[config.mk]
export PLATFORM = sky130hd
export DESIGN_NAME = calc_sequencer_flat
export DESIGN_NICKNAME = d
export VERILOG_FILES = /design/src/rtl/calc_sequencer_if.sv /design/src/rtl/calc_sequencer.sv /design/src/flat_wrapper.sv
export SDC_FILE = /design/constraint.sdc
export NUM_CORES = 1
export LEC_CHECK = 0
export BUFFER_PORTS_ARGS = -buffer_cell sky130_fd_sc_hd__clkbuf_2
export CORE_MARGIN = 5
export CORE_UTILIZATION = 55
export DETAILED_ROUTE_END_ITERATION = 10
export HOLD_SLACK_MARGIN = 0.08
export PLACE_DENSITY = 0.81
export SKIP_LAST_GASP = 1
export SLEW_MARGIN = 25
export SYNTH_ARGS = -nofsm -noshare
export SYNTH_HDL_FRONTEND = slang
export SYNTH_SLANG_ARGS = --single-unit
[constraint.sdc]
create_clock -name clk -period 2.9 [get_ports clk]
set_input_delay 0.145 -clock clk [delete_from_list [all_inputs] [get_ports clk]]
set_output_delay 0.145 -clock clk [all_outputs]
set_load 0.01 [all_outputs]
[src/rtl/calc_sequencer_if.sv]
// Board-facing signal bundle for the calculator sequencer: switch and key
// inputs plus the registered result and status outputs for the HEX decoders.
interface calc_sequencer_if #(
  parameter int WIDTH = 4
);
  logic [9:0]         SW;
  logic [3:0]         KEY;
  logic [2*WIDTH-1:0] result;
  logic [1:0]         op;
  logic               busy;
  logic               valid;
  logic               neg;
  logic               err;

  modport master (
    output SW, KEY,
    input  result, op, busy, valid, neg, err
  );

  modport slave (
    input  SW, KEY,
    output result, op, busy, valid, neg, err
  );
endinterface

[src/rtl/calc_sequencer.sv]
// Calculator sequencer: synchronizes and debounces the four KEY buttons,
// turns presses into prioritized operation requests, then runs ADD/SUB in
// one cycle and MUL/DIV iteratively (one partial product / quotient bit per
// cycle) before holding a registered result with status flags.
module calc_sequencer #(
  parameter int WIDTH           = 4,
  parameter int DEBOUNCE_CYCLES = 16
) (
  input  logic clk,
  input  logic rst,
  calc_sequencer_if.slave bus
);
  localparam int DW = $clog2(DEBOUNCE_CYCLES + 1);
  localparam int CW = $clog2(WIDTH);
  localparam logic [1:0] OP_ADD = 2'd0;
  localparam logic [1:0] OP_SUB = 2'd1;
  localparam logic [1:0] OP_MUL = 2'd2;
  localparam logic [1:0] OP_DIV = 2'd3;

  typedef enum logic [1:0] {IDLE, EXEC, DONE} state_t;

  // Input path. The synchronizer holds raw KEY levels (1 = released) and
  // clears to 0, so after reset the keys look pressed until real released
  // levels arrive; this keeps arm low for a key held through reset.
  logic [3:0]    keyMeta_q, keySync_q;
  logic [3:0]    deb_q, debPrev_q;
  logic [DW-1:0] debCnt_q [4];
  logic          arm_q;

  // Sequencer and datapath registers
  state_t             state_q, state_d;
  logic [WIDTH-1:0]   a_q, a_d, b_q, b_d;
  logic [1:0]         op_q, op_d;
  logic [CW-1:0]      cnt_q, cnt_d;
  logic [2*WIDTH-1:0] acc_q, acc_d;
  logic [WIDTH-1:0]   rem_q, rem_d, quot_q, quot_d;
  logic [2*WIDTH-1:0] result_q, result_d;
  logic               busy_q, busy_d, valid_q, valid_d, neg_q, neg_d, err_q, err_d;

  logic [3:0]         pressEvt;
  logic               evValid;
  logic [1:0]         evOp;
  logic               lastStep;
  logic [2*WIDTH-1:0] mulAddend, mulSum;
  logic [CW-1:0]      divIdx;
  logic [WIDTH:0]     divShift, divDiff;
  logic               divBit;
  logic [WIDTH-1:0]   divRemNext, divQuotNext;
  logic               swUnused;

  assign swUnused = ^bus.SW[9:8];

  // Synchronize, debounce and arm the key inputs
  always_ff @(posedge clk) begin
    if (rst) begin
      keyMeta_q <= '0;
      keySync_q <= '0;
      deb_q     <= '0;
      debPrev_q <= '0;
      arm_q     <= 1'b0;
      for (int i = 0; i < 4; i++) debCnt_q[i] <= '0;
    end else begin
      keyMeta_q <= bus.KEY;
      keySync_q <= keyMeta_q;
      debPrev_q <= deb_q;
      if (deb_q == 4'b0000 && keySync_q == 4'b1111) arm_q <= 1'b1;
      for (int i = 0; i < 4; i++) begin
        if (~keySync_q[i] != deb_q[i]) begin
          if (debCnt_q[i] == DW'(DEBOUNCE_CYCLES - 1)) begin
            deb_q[i]    <= ~keySync_q[i];
            debCnt_q[i] <= '0;
          end else begin
            debCnt_q[i] <= debCnt_q[i] + 1'b1;
          end
        end else begin
          debCnt_q[i] <= '0;
        end
      end
    end
  end

  assign pressEvt = deb_q & ~debPrev_q & {4{arm_q}};
  assign evValid  = |pressEvt;
  assign evOp     = pressEvt[0] ? OP_ADD :
                    pressEvt[1] ? OP_SUB :
                    pressEvt[2] ? OP_MUL : OP_DIV;

  // State and datapath register; reset abandons any operation in flight
  always_ff @(posedge clk) begin
    if (rst) begin
      state_q  <= IDLE;
      a_q      <= '0;
      b_q      <= '0;
      op_q     <= OP_ADD;
      cnt_q    <= '0;
      acc_q    <= '0;
      rem_q    <= '0;
      quot_q   <= '0;
      result_q <= '0;
      busy_q   <= 1'b0;
      valid_q  <= 1'b0;
      neg_q    <= 1'b0;
      err_q    <= 1'b0;
    end else begin
      state_q  <= state_d;
      a_q      <= a_d;
      b_q      <= b_d;
      op_q     <= op_d;
      cnt_q    <= cnt_d;
      acc_q    <= acc_d;
      rem_q    <= rem_d;
      quot_q   <= quot_d;
      result_q <= result_d;
      busy_q   <= busy_d;
      valid_q  <= valid_d;
      neg_q    <= neg_d;
      err_q    <= err_d;
    end
  end

  // Next-state logic: accept a request when not executing, step the
  // iterative ops, and register the result on the final EXEC cycle
  always_comb begin
    state_d     = state_q;
    a_d         = a_q;
    b_d         = b_q;
    op_d        = op_q;
    cnt_d       = cnt_q;
    acc_d       = acc_q;
    rem_d       = rem_q;
    quot_d      = quot_q;
    result_d    = result_q;
    busy_d      = busy_q;
    valid_d     = valid_q;
    neg_d       = neg_q;
    err_d       = err_q;
    lastStep    = (cnt_q == CW'(WIDTH - 1));
    mulAddend   = b_q[cnt_q] ? ({{WIDTH{1'b0}}, a_q} << cnt_q) : '0;
    mulSum      = acc_q + mulAddend;
    divIdx      = CW'(WIDTH - 1) - cnt_q;
    divShift    = {rem_q, a_q[divIdx]};
    divBit      = (divShift >= {1'b0, b_q});
    divDiff     = divShift - {1'b0, b_q};
    divRemNext  = divBit ? divDiff[WIDTH-1:0] : divShift[WIDTH-1:0];
    divQuotNext = {quot_q[WIDTH-2:0], divBit};

    case (state_q)
      IDLE, DONE: begin
        if (evValid) begin
          a_d     = bus.SW[WIDTH-1:0];
          b_d     = bus.SW[2*WIDTH-1:WIDTH];
          op_d    = evOp;
          cnt_d   = '0;
          acc_d   = '0;
          rem_d   = '0;
          quot_d  = '0;
          busy_d  = 1'b1;
          valid_d = 1'b0;
          state_d = EXEC;
        end
      end
      EXEC: begin
        case (op_q)
          OP_ADD: begin
            result_d = {{WIDTH{1'b0}}, a_q} + {{WIDTH{1'b0}}, b_q};
            neg_d    = 1'b0;
            err_d    = 1'b0;
            state_d  = DONE;
          end
          OP_SUB: begin
            result_d = (a_q < b_q) ? {{WIDTH{1'b0}}, b_q - a_q}
                                   : {{WIDTH{1'b0}}, a_q - b_q};
            neg_d    = (a_q < b_q);
            err_d    = 1'b0;
            state_d  = DONE;
          end
          OP_MUL: begin
            acc_d = mulSum;
            cnt_d = cnt_q + 1'b1;
            if (lastStep) begin
              result_d = mulSum;
              neg_d    = 1'b0;
              err_d    = 1'b0;
              state_d  = DONE;
            end
          end
          default: begin
            if (b_q == '0) begin
              result_d = '0;
              neg_d    = 1'b0;
              err_d    = 1'b1;
              state_d  = DONE;
            end else begin
              rem_d  = divRemNext;
              quot_d = divQuotNext;
              cnt_d  = cnt_q + 1'b1;
              if (lastStep) begin
                result_d = {divRemNext, divQuotNext};
                neg_d    = 1'b0;
                err_d    = 1'b0;
                state_d  = DONE;
              end
            end
          end
        endcase
        if (state_d == DONE) begin
          busy_d  = 1'b0;
          valid_d = 1'b1;
        end
      end
      default: state_d = IDLE;
    endcase
  end

  assign bus.result = result_q;
  assign bus.op     = op_q;
  assign bus.busy   = busy_q;
  assign bus.valid  = valid_q;
  assign bus.neg    = neg_q;
  assign bus.err    = err_q;
endmodule

[src/flat_wrapper.sv]
// flat-port wrapper written by rule: the top's interface ports become plain ports
module calc_sequencer_flat 
#(
  parameter int WIDTH           = 4,
  parameter int DEBOUNCE_CYCLES = 16
)
  (clk, rst, bus_SW, bus_KEY, bus_result, bus_op, bus_busy, bus_valid, bus_neg, bus_err);
  calc_sequencer_if #(.WIDTH(WIDTH)) bus_i ();
  input  logic clk;
  input  logic rst;
  input wire logic [$bits(bus_i.SW)-1:0] bus_SW;
  input wire logic [$bits(bus_i.KEY)-1:0] bus_KEY;
  output wire logic [$bits(bus_i.result)-1:0] bus_result;
  output wire logic [$bits(bus_i.op)-1:0] bus_op;
  output wire logic [$bits(bus_i.busy)-1:0] bus_busy;
  output wire logic [$bits(bus_i.valid)-1:0] bus_valid;
  output wire logic [$bits(bus_i.neg)-1:0] bus_neg;
  output wire logic [$bits(bus_i.err)-1:0] bus_err;
  assign bus_i.SW = bus_SW;
  assign bus_i.KEY = bus_KEY;
  assign bus_result = bus_i.result;
  assign bus_op = bus_i.op;
  assign bus_busy = bus_i.busy;
  assign bus_valid = bus_i.valid;
  assign bus_neg = bus_i.neg;
  assign bus_err = bus_i.err;
  calc_sequencer #(.WIDTH(WIDTH), .DEBOUNCE_CYCLES(DEBOUNCE_CYCLES)) u_core (.clk(clk), .rst(rst), .bus(bus_i));
endmodule
Word level (Yosys, flattened, before mapping)
Memory sizes are Yosys's and may differ from the RTL's.
Index checks and enable logic that the tools add are counted.
{ "classes": {"add_sub_neg": 11, "n_lt_le_gt_ge": 4, "eq_ne": 23, "shifts": 1, "mux": 104, "bitwise_logic": 19, "n_reduce_logical": 21} }
{ "ops": {"columns": ["cell", "n"], "rows": [
  ["two-way mux 5 bit", 12],
  ["two-way mux 1 bit", 57],
  ["two-way mux 8 bit", 6],
  ["one-hot mux 8 bit (3 select lines)", 1],
  ["adder 5 x 1 -> 5 bit (second input constant)", 4],
  ["equality test 5 x 4 -> 1 bit (second input constant)", 4],
  ["two-way mux 4 bit", 5],
  ["two-way mux 2 bit", 8],
  ["one-hot mux 2 bit (2 select lines)", 4],
  ["one-hot mux 8 bit (2 select lines)", 1],
  ["OR 1 bit", 12],
  ["subtractor 4 bit", 3],
  ["AND reduction 2 bit", 5],
  ["AND reduction 3 bit", 3],
  ["adder 8 bit", 1],
  ["AND 4 bit", 2],
  ["equality test 2 bit (second input constant)", 4],
  ["zero test 4 bit", 2],
  ["!= test 2 bit (second input constant)", 4],
  ["one-hot mux 4 bit (2 select lines)", 1],
  ["AND reduction 4 bit", 2],
  ["left shift 4 x 2 -> 8 bit", 1],
  ["< comparator 2 x 3 -> 1 bit (second input constant)", 2],
  ["two-way mux 3 bit", 2],
  ["other kinds (23)", 37]
]} }
{ "totals": {"ff_bits": 58, "mem_bits_rw": 20, "input_bits": 16, "out_inout_bits": 14, "elab_cells": 205, "mem_count": 1} }
{ "mem_list": {"columns": ["memory", "depth", "word_bits", "read_ports", "rd_ports_with_merged_regs", "wr", "line_no", "rtl"], "rows": [
  ["u_core.debCnt_q", 4, 5, 4, 0, 4, "calc_sequencer.sv:27", "logic [DW-1:0] debCnt_q [4];"]
]} }

Logic depth before layout (Yosys ltp)
Gate-level depths: netlist of the first run.
An unclocked memory read counts as a cell.
{ "logic_depth": {"depth_word": 9, "mapped_depth": 12, "depth_no_buf": 11} }

Worst setup path after synthesis of the first run
OpenSTA, ideal clock, no wires.
{ "synth_timing": {"path_kind": "register -> register", "start": "reg u_core.cnt_q[0]", "end": "reg u_core.result_q[6], in the netlist u_core.bus.result[6]", "setup_ps": 66, "arrival_time_ps": 2676, "required_time_ps": 2834, "slack_ps": 158, "stages_incl_launch_ff": 11, "n_path_buf": 1, "period_less_slack_ps": 2742, "cell_sequence": "dfxtp_1 clkbuf_1 inv_1 or3_1 a21oi_1 ha_1 a211o_1 and3_1 o311ai_0 a211oi_1 a21oi_2"} }
{ "synth_between": {"elab_chain_len": 8, "elab_cells_between_ends": 19, "classes_between": "3 x add/sub; 1 x order compare; 2 x eq/ne; 1 x shift; 10 x mux; 2 x reduce/logical"} }
{ "synth_rtl": {"columns": ["element", "line_no", "rtl"], "rows": [
  ["start, declared", "calc_sequencer.sv:34", "logic [CW-1:0] cnt_q, cnt_d;"],
  ["start signal, assigned", "calc_sequencer.sv:109", "cnt_q <= cnt_d;"],
  ["subtractor 2 bit", "calc_sequencer.sv:140", "divIdx = CW'(WIDTH - 1) - cnt_q;"],
  ["binary-select mux 1 bit (select 2 bit)", "calc_sequencer.sv:141", "divShift = {rem_q, a_q[divIdx]};"],
  ["two-way mux 1 bit (not written as such)", "calc_sequencer.sv:141", null],
  ["subtractor 4 bit or >= comparator 5 x 4 -> 1 bit (tied branches)", "calc_sequencer.sv:143, calc_sequencer.sv:142", null],
  ["two-way mux 4 bit", "calc_sequencer.sv:144", "divRemNext = divBit ? divDiff[WIDTH-1:0] : divShift[WIDTH-1:0];"],
  ["two-way mux 8 bit", "calc_sequencer.sv:197", "if (lastStep) begin"],
  ["two-way mux 8 bit", "calc_sequencer.sv:188", "if (b_q == '0) begin"],
  ["one-hot mux 8 bit (3 select lines)", "calc_sequencer.sv:163", "case (op_q)"],
  ["end signal, assigned", "calc_sequencer.sv:113", "result_q <= result_d;"],
  ["end, declared", "calc_sequencer.sv:37", "logic [2*WIDTH-1:0] result_q, result_d;"]
]} }
Several ways; a longest one is shown, not always the timed one. The select of a mux whose other input is x is not followed.
A chain may end at the register's enable or synchronous reset.

Final worst setup path of the first run
{ "layout_timing": {"start": "reg u_core.cnt_q[1]", "end": "reg u_core.result_q[6], in the netlist u_core.bus.result[6]"} }
The elaborated chain is that of the path after synthesis.

==> results of run 1 <==
## cell families after synthesis
| kind of cell | count (synthesis) | synth area share |
|---|---|---|
| AO/OA/AOI/OAI | 106 | 0.1700 |
| XOR/XNOR | 17 | 0.03394 |
| adder cells (fa/ha/maj) | 36 | 0.1112 |
| buffers and inverters | 54 | 0.05391 |
| flip-flops | 78 | 0.4016 |
| multiplexers | 10 | 0.02909 |
| other | 1 | 0.0008549 |
| AND/OR/NAND/NOR | 182 | 0.1994 |
## cells in the mapped netlist, types with 4 or more instances
master    count
xnor2_1       6
o21ai_0      15
nor2_1       68
o211ai_1      4
edfxtp_1     20
nor3_1        4
a221oi_1      4
xor2_1       11
inv_1        33
or3_1         8
a21oi_1      30
a31oi_1       7
fa_1          5
ha_1         31
a211oi_1     10
clkbuf_1     11
nor2b_1      17
nand2_1      28
nand3_1      25
buf_2         5
dfxtp_1      58
nand4_1       4
mux2i_1       6
and3_1        9
## report_power, final
part | leakage [nW] | total [mW] | internal, mW | switching [mW]
clock | 0.0932 | 0.847 | 0.426 | 0.421
combinational | 1.34 | 0.0988 | 0.0454 | 0.0533
sequential | 0.673 | 1.17 | 1.15 | 0.0179
total | 2.10 | 2.11 | 1.62 | 0.492
## state kept, by name, indices dropped and copies added (netlist names), 2 cells and up
signal,count
u_core.b_q,4
u_core.rem_q,4
u_core.deb_q,4
u_core.bus.result,8
u_core.quot_q,3
u_core.debPrev_q,4
u_core.keySync_q,4
u_core.cnt_q,2
u_core.bus.op,2
u_core.keyMeta_q,4
u_core.debCnt_q,20
u_core.acc_q,8
u_core.a_q,4
u_core.state_q,2
## how the worst max path moves through the flow
stage                               start                   end  slack (ps)
after global placement    u_core.cnt_q[1]  u_core.bus.result[6]         160
after global routing      u_core.cnt_q[1]  u_core.bus.result[6]          40
final                     u_core.cnt_q[1]  u_core.bus.result[6]         190
after floorplan           u_core.cnt_q[0]  u_core.bus.result[6]         160
after detailed placement  u_core.cnt_q[0]  u_core.bus.result[6]         140
after CTS                 u_core.cnt_q[1]  u_core.bus.result[6]         120
## repair_timing
action | CTS | global route
hold buffers | 12 | 0
setup endpoints to repair | 0 | 2
gates resized for setup | 0 | 1
endpoints found under the hold margin | 12 | 0
## area by class of cell
class	instances	area [sq um]
well taps	102	127.6
clock inverters	4	53.80
clock buffers	12	145.1
inverters	33	123.9
fillers	647	2713
multi-input cells	371	2460
repair buffers	56	382.9
flip-flops and latches	78	1762
## per-layer routing
metal / vias up / GRT usage / part of all wire
met4: 0 / 0.1019 / 0.032
met3: 31 / 0.04137 / 0.057
met5: - / 0 / 0
li1: 1813 / - / -
met2: 109 / 0.3538 / 0.47
met1: 1749 / 0.2700 / 0.44
## worst max-delay path, delay by kind of cell, from the launching register on
| kind | cells | cell delay, ps |
|---|---|---|
| compound gates | 3 | 650 |
| flops | 1 | 460 |
| mux | 1 | 390 |
| fa+ha+maj | 1 | 320 |
| buf+inv | 1 | 80 |
| simple gates | 5 | 760 |
==> impl_metrics.toml, run 1 <==
[synth]
synth-edff-count = 20
syn-instance-count = 484
mappedNetlistArea_sq_um = 4387
yosys-top-cells-area = "dfxtp_1, edfxtp_1, ha_1, nor2_1, a21oi_1"
post_synth_num_cell_types = 68
synth_top_cell_by_area = "dfxtp_1"
postSynth.asyncResetShare = 0
yosys_register_bits = 78
yosysWarnings = 0
synth_seq_area_share = 0.4016
synth.avg_cell_area_sq_um = 9.063
yosysTopAreaCellShare = 0.2647
synthFlopType = "dfxtp_1"

[floorplanning]
io_pins = 30
die_x_microns = 99.31
placementRows = 32
effective_utilization_at_floorplan = 0.5648
die_area_sq_um = 9861
die_height_microns = 99.31
design.core.area_sq_um = 7767

[grt]
grt_pass1_wl_mm = 17.05
globalRoute.totalOverflow = 0
gr-usage-all-layers = 0.2144
first_global_vias = 3687
antenna_found_initial = 0
grt_start_max_net_pins = 33

[sta]
fmaxAchievable_mhz = 369.6
layout_min_cycle_time_ps = 2706
rsz_0062_raised_after_global_routing = "false"
period_utilization = 0.9331
worst_slack_ps = 194.1
fin_worst_hold_slack_ps = 294.3
worst_slew_margin_rel = 0.4672
totalNegativeSetupSlack_ps = 0
final-max-slew-violation-count = 0
hold_viol = 0
max_slew.worst_pin.slew_ps = 790.9
report.final.setup_viol = 0
finalClockSkew_ps = 14.14

[drt]
drt_iter0_markers = 213
postRouteAntennaNets = 0
finalWirelength_mm = 10.21
wl_per_cell_microns = 15.56
route.detailed.drc = 0
vias_per_cell = 5.643
routed-via-count = 3702
drt_first_pass_iters = 5

[power]
irDropWorstVdd_uv = 292.3
total_leakage_power_nw = 2.103
total_power_mw = 2.111
power_density_nw_per_um2 = 417.6

[critical_path]
timing.critical_path.to_type = "flip-flop"
crit_path_frequent_cell = "nor2_1"
chain_of_cells_forming_the_critical_path = "mux2_2, nor2_1, nor2_1, inv_1, nor2_1, ha_1, or2_2, and3_1, o311ai_1, a211oi_1, a21oi_2"
worstSetupPathType = "flip-flop to flip-flop"
r2r.worst_path.cells = 11
timing.critical_path.fanout_max = 7
launch_instance_of_the_worst_register_to_register_path = "u_core.cnt_q[1]"
required_ps = 3200
critical_path_arrival_ps = 3010
r2r_slack_ps = 190
crit_path_max_incr_delay_ps = 460
r2r_end = "u_core.bus.result[6]"
cpMaxStageDelayCell = "dfxtp_1"
type_of_origin_of_the_critical_path = "flip-flop"

[place]
placement.setup.worst_slack_ps = 143.4
place.port_buffers = 27
globalplace.congestion = 0.9718
dp_hpwl_mm = 7.378
dp_cells = 628
postPlaceCellArea_sq_um = 4736

[clock_tree]
postCtsSetupRepairBufs = 0
cts.htree.levels = 3
clkLatencyLatePin_ps = 360
clk_path_buf_depth = 2
ctsRootBufferMaster = "clkbuf_8"
cts_tree = "built"
clkTransAtPathRegs_ps = 90
cts_inserted_buffers = 9
numClockSinks = 78

[final_layout]
final_cell_mix = "nor2_1, dfxtp_1, inv_1"
post_layout_nonfiller_instances = 656
post_route_cells_drive_above_1_share = 0.1408
finalNetCount = 601
layout.cells.most_common = "nor2_1"
stdcell_area_sq_um = 5055
area_growth_pct = 15.23
utilization = 0.6508
antenna-diode-count = 0

[hold_path]
timing.hold.worst_endpoint = "u_core.bus.result[0]"
hold_path_depth = 2
hold_path_class = "input port to flip-flop"
min_from = "rst"

[job]
max_cap_violations = 0

[run_status]
outcome = "finished clean"
Note: power is estimated with default switching activity, not from simulation.
==> run 2: changes to the inputs <==
--- a/config.mk
+++ b/config.mk
@@ -11,6 +11,7 @@
 export DETAILED_ROUTE_END_ITERATION = 10
 export HOLD_SLACK_MARGIN = 0.08
 export PLACE_DENSITY = 0.81
+export RECOVER_POWER = 100
 export SKIP_LAST_GASP = 1
 export SLEW_MARGIN = 25
 export SYNTH_ARGS = -nofsm -noshare
==> impl_metrics.toml, run 2 (synthesized netlist as in run 1, its figures left out) <==
[place]
globalplace.congestion = 0.9718
place.port_buffers = 27
dp_hpwl_mm = 7.378

[run_status]
outcome = "finished clean"

[power]
irDropWorstVdd_uv = 291.3
comb_power_share = 0.046
total_power_mw = 2.103
power_density_nw_per_um2 = 421.5
netSwitchingPower_uw = 485.3
netSwitchingFraction = 0.2307
total_leakage_power_nw = 2.023
share_seq_of_total_power = 0.554
internal_power_mw = 1.618
share_clk_of_total_power = 0.399

[floorplanning]
placementRows = 32
effective_utilization_at_floorplan = 0.5648
die_x_microns = 99.31
io_pins = 30
die_area_sq_um = 9861
design.core.area_sq_um = 7767
die_height_microns = 99.31

[drt]
wl_per_cell_microns = 15.42
finalWirelength_mm = 10.12
drt_iter0_markers = 235
route.detailed.drc = 0
routed-via-count = 3712
drt_first_pass_iters = 5
postRouteAntennaNets = 0
vias_per_cell = 5.659

[sta]
max_slew.worst_pin.slew_ps = 1357
fmaxAchievable_mhz = 370.7
worst_slew_margin_rel = 0.09563
hold_viol = 0
period_utilization = 0.9302
rsz_0062_raised_after_global_routing = "false"
finalClockSkew_ps = 12.77
layout_min_cycle_time_ps = 2698
final-max-slew-violation-count = 0
report.final.setup_viol = 0
totalNegativeSetupSlack_ps = 0

[critical_path]
timing.critical_path.to_type = "flip-flop"
required_ps = 3190
r2r.worst_path.cells = 11
type_of_origin_of_the_critical_path = "flip-flop"
critical_path_arrival_ps = 2990
timing.critical_path.fanout_max = 7
worstSetupPathType = "flip-flop to flip-flop"

[grt]
antenna_found_initial = 0
globalRoute.totalOverflow = 0
first_global_vias = 3687
gr-usage-all-layers = 0.2144
grt_start_max_net_pins = 33
grt_pass1_wl_mm = 17.05

[clock_tree]
cts_tree = "built"
clkLatencyLatePin_ps = 350
cts.htree.levels = 3
clk_path_buf_depth = 2
ctsRootBufferMaster = "clkbuf_8"
cts_inserted_buffers = 9
clkTransAtPathRegs_ps = 90
numClockSinks = 78
postCtsSetupRepairBufs = 0

[final_layout]
antenna-diode-count = 0
flip_flop_count_of_the_largest_register_after_layout = 20
area_growth_pct = 13.75
most_flop_heavy_register = "u_core.debCnt_q"
finalNetCount = 601
final_cell_mix = "nor2_1, dfxtp_1, inv_1"
utilization = 0.6424
layout.cells.most_common = "nor2_1"
post_route_cells_drive_above_1_share = 0.09928

[hold_path]
hold_path_depth = 1
hold_path_class = "flip-flop to flip-flop"

[job]
max_cap_violations = 0
-- run 2: cell types whose count changed in the layout (fill, tap and decap cells not counted) --
cell and change:
o41ai_2 -1, o41ai_1 +1, buf_4 -6, o21a_4 -1
mux2_2 -1, mux2_1 +1, o21ai_0 +1, clkbuf_2 -13
clkbuf_1 +19, o21a_1 +1, o21ai_4 -1
-- run 2: repair_timing --
| item | 4_1_cts | 5_1_grt |
|---|---|---|
| hold endpoints to repair | 12 | 0 |
| endpoints found under the setup margin | 0 | 2 |
| hold buffers | 12 | 0 |
| resized for setup | 0 | 1 |
-- run 2: final timing paths --
kind,startpoint,endpoint,slack [ps]
worst min-delay path,u_core.keyMeta_q[3],u_core.keySync_q[3],440
worst min register to register,u_core.keyMeta_q[3],u_core.keySync_q[3],440
worst max register to register,u_core.cnt_q[1],u_core.bus.result[6],200
worst max-delay path,u_core.cnt_q[1],u_core.bus.result[6],200
-- run 2: final cells by class --
| type | instances | area (sq um) |
|---|---|---|
| clock buffers | 12 | 145.1 |
| clock inverters | 4 | 53.80 |
| fillers | 667 | 2778 |
| multi-input cells | 371 | 2434 |
| well taps | 102 | 127.6 |
| inverters | 33 | 123.9 |
| repair buffers | 56 | 344.1 |
| flip-flops and latches | 78 | 1762 |
-- run 2: critical path: stages (launching register included) --
cell and delay, ps:
dfxtp_1 450, mux2_1 380, nor2_1 110, nor2_1 70, inv_1 80, nor2_1 50, ha_1 320, or2_2 330
and3_1 210, o311ai_1 340, a211oi_1 150, a21oi_2 160
-- run 2: power groups by stage --
stage	Clock (mW)	Combinational [mW]	Sequential (mW)
after floorplan	0	0.0633	1.19
after global placement	0	0.0794	1.19
after detailed placement	0	0.0846	1.19
after CTS	0.850	0.0978	1.17
after global routing	0.899	0.112	1.17
final	0.840	0.0977	1.17
-- run 2: through the flow --
stage	setup WS (ps)	instance area, sq um	std cells	hold WS, ps
after CTS	124.6	5055	656	282.1
after floorplan	157.9	4458	503	273.2
final	202.3	4990	656	440.3
after detailed placement	143.4	4736	628	357.0
after global placement	164.8	4736	628	353.4
after global routing	24.95	4990	656	452.5
-- run 2: routing by layer --
layer  GRT usage  part of all wire  up-vias
met5           0                 0        -
met4      0.1019             0.034        0
met3     0.04137             0.058       37
met2      0.3538              0.47      114
met1      0.2700              0.44     1745
li1            -                 -     1816
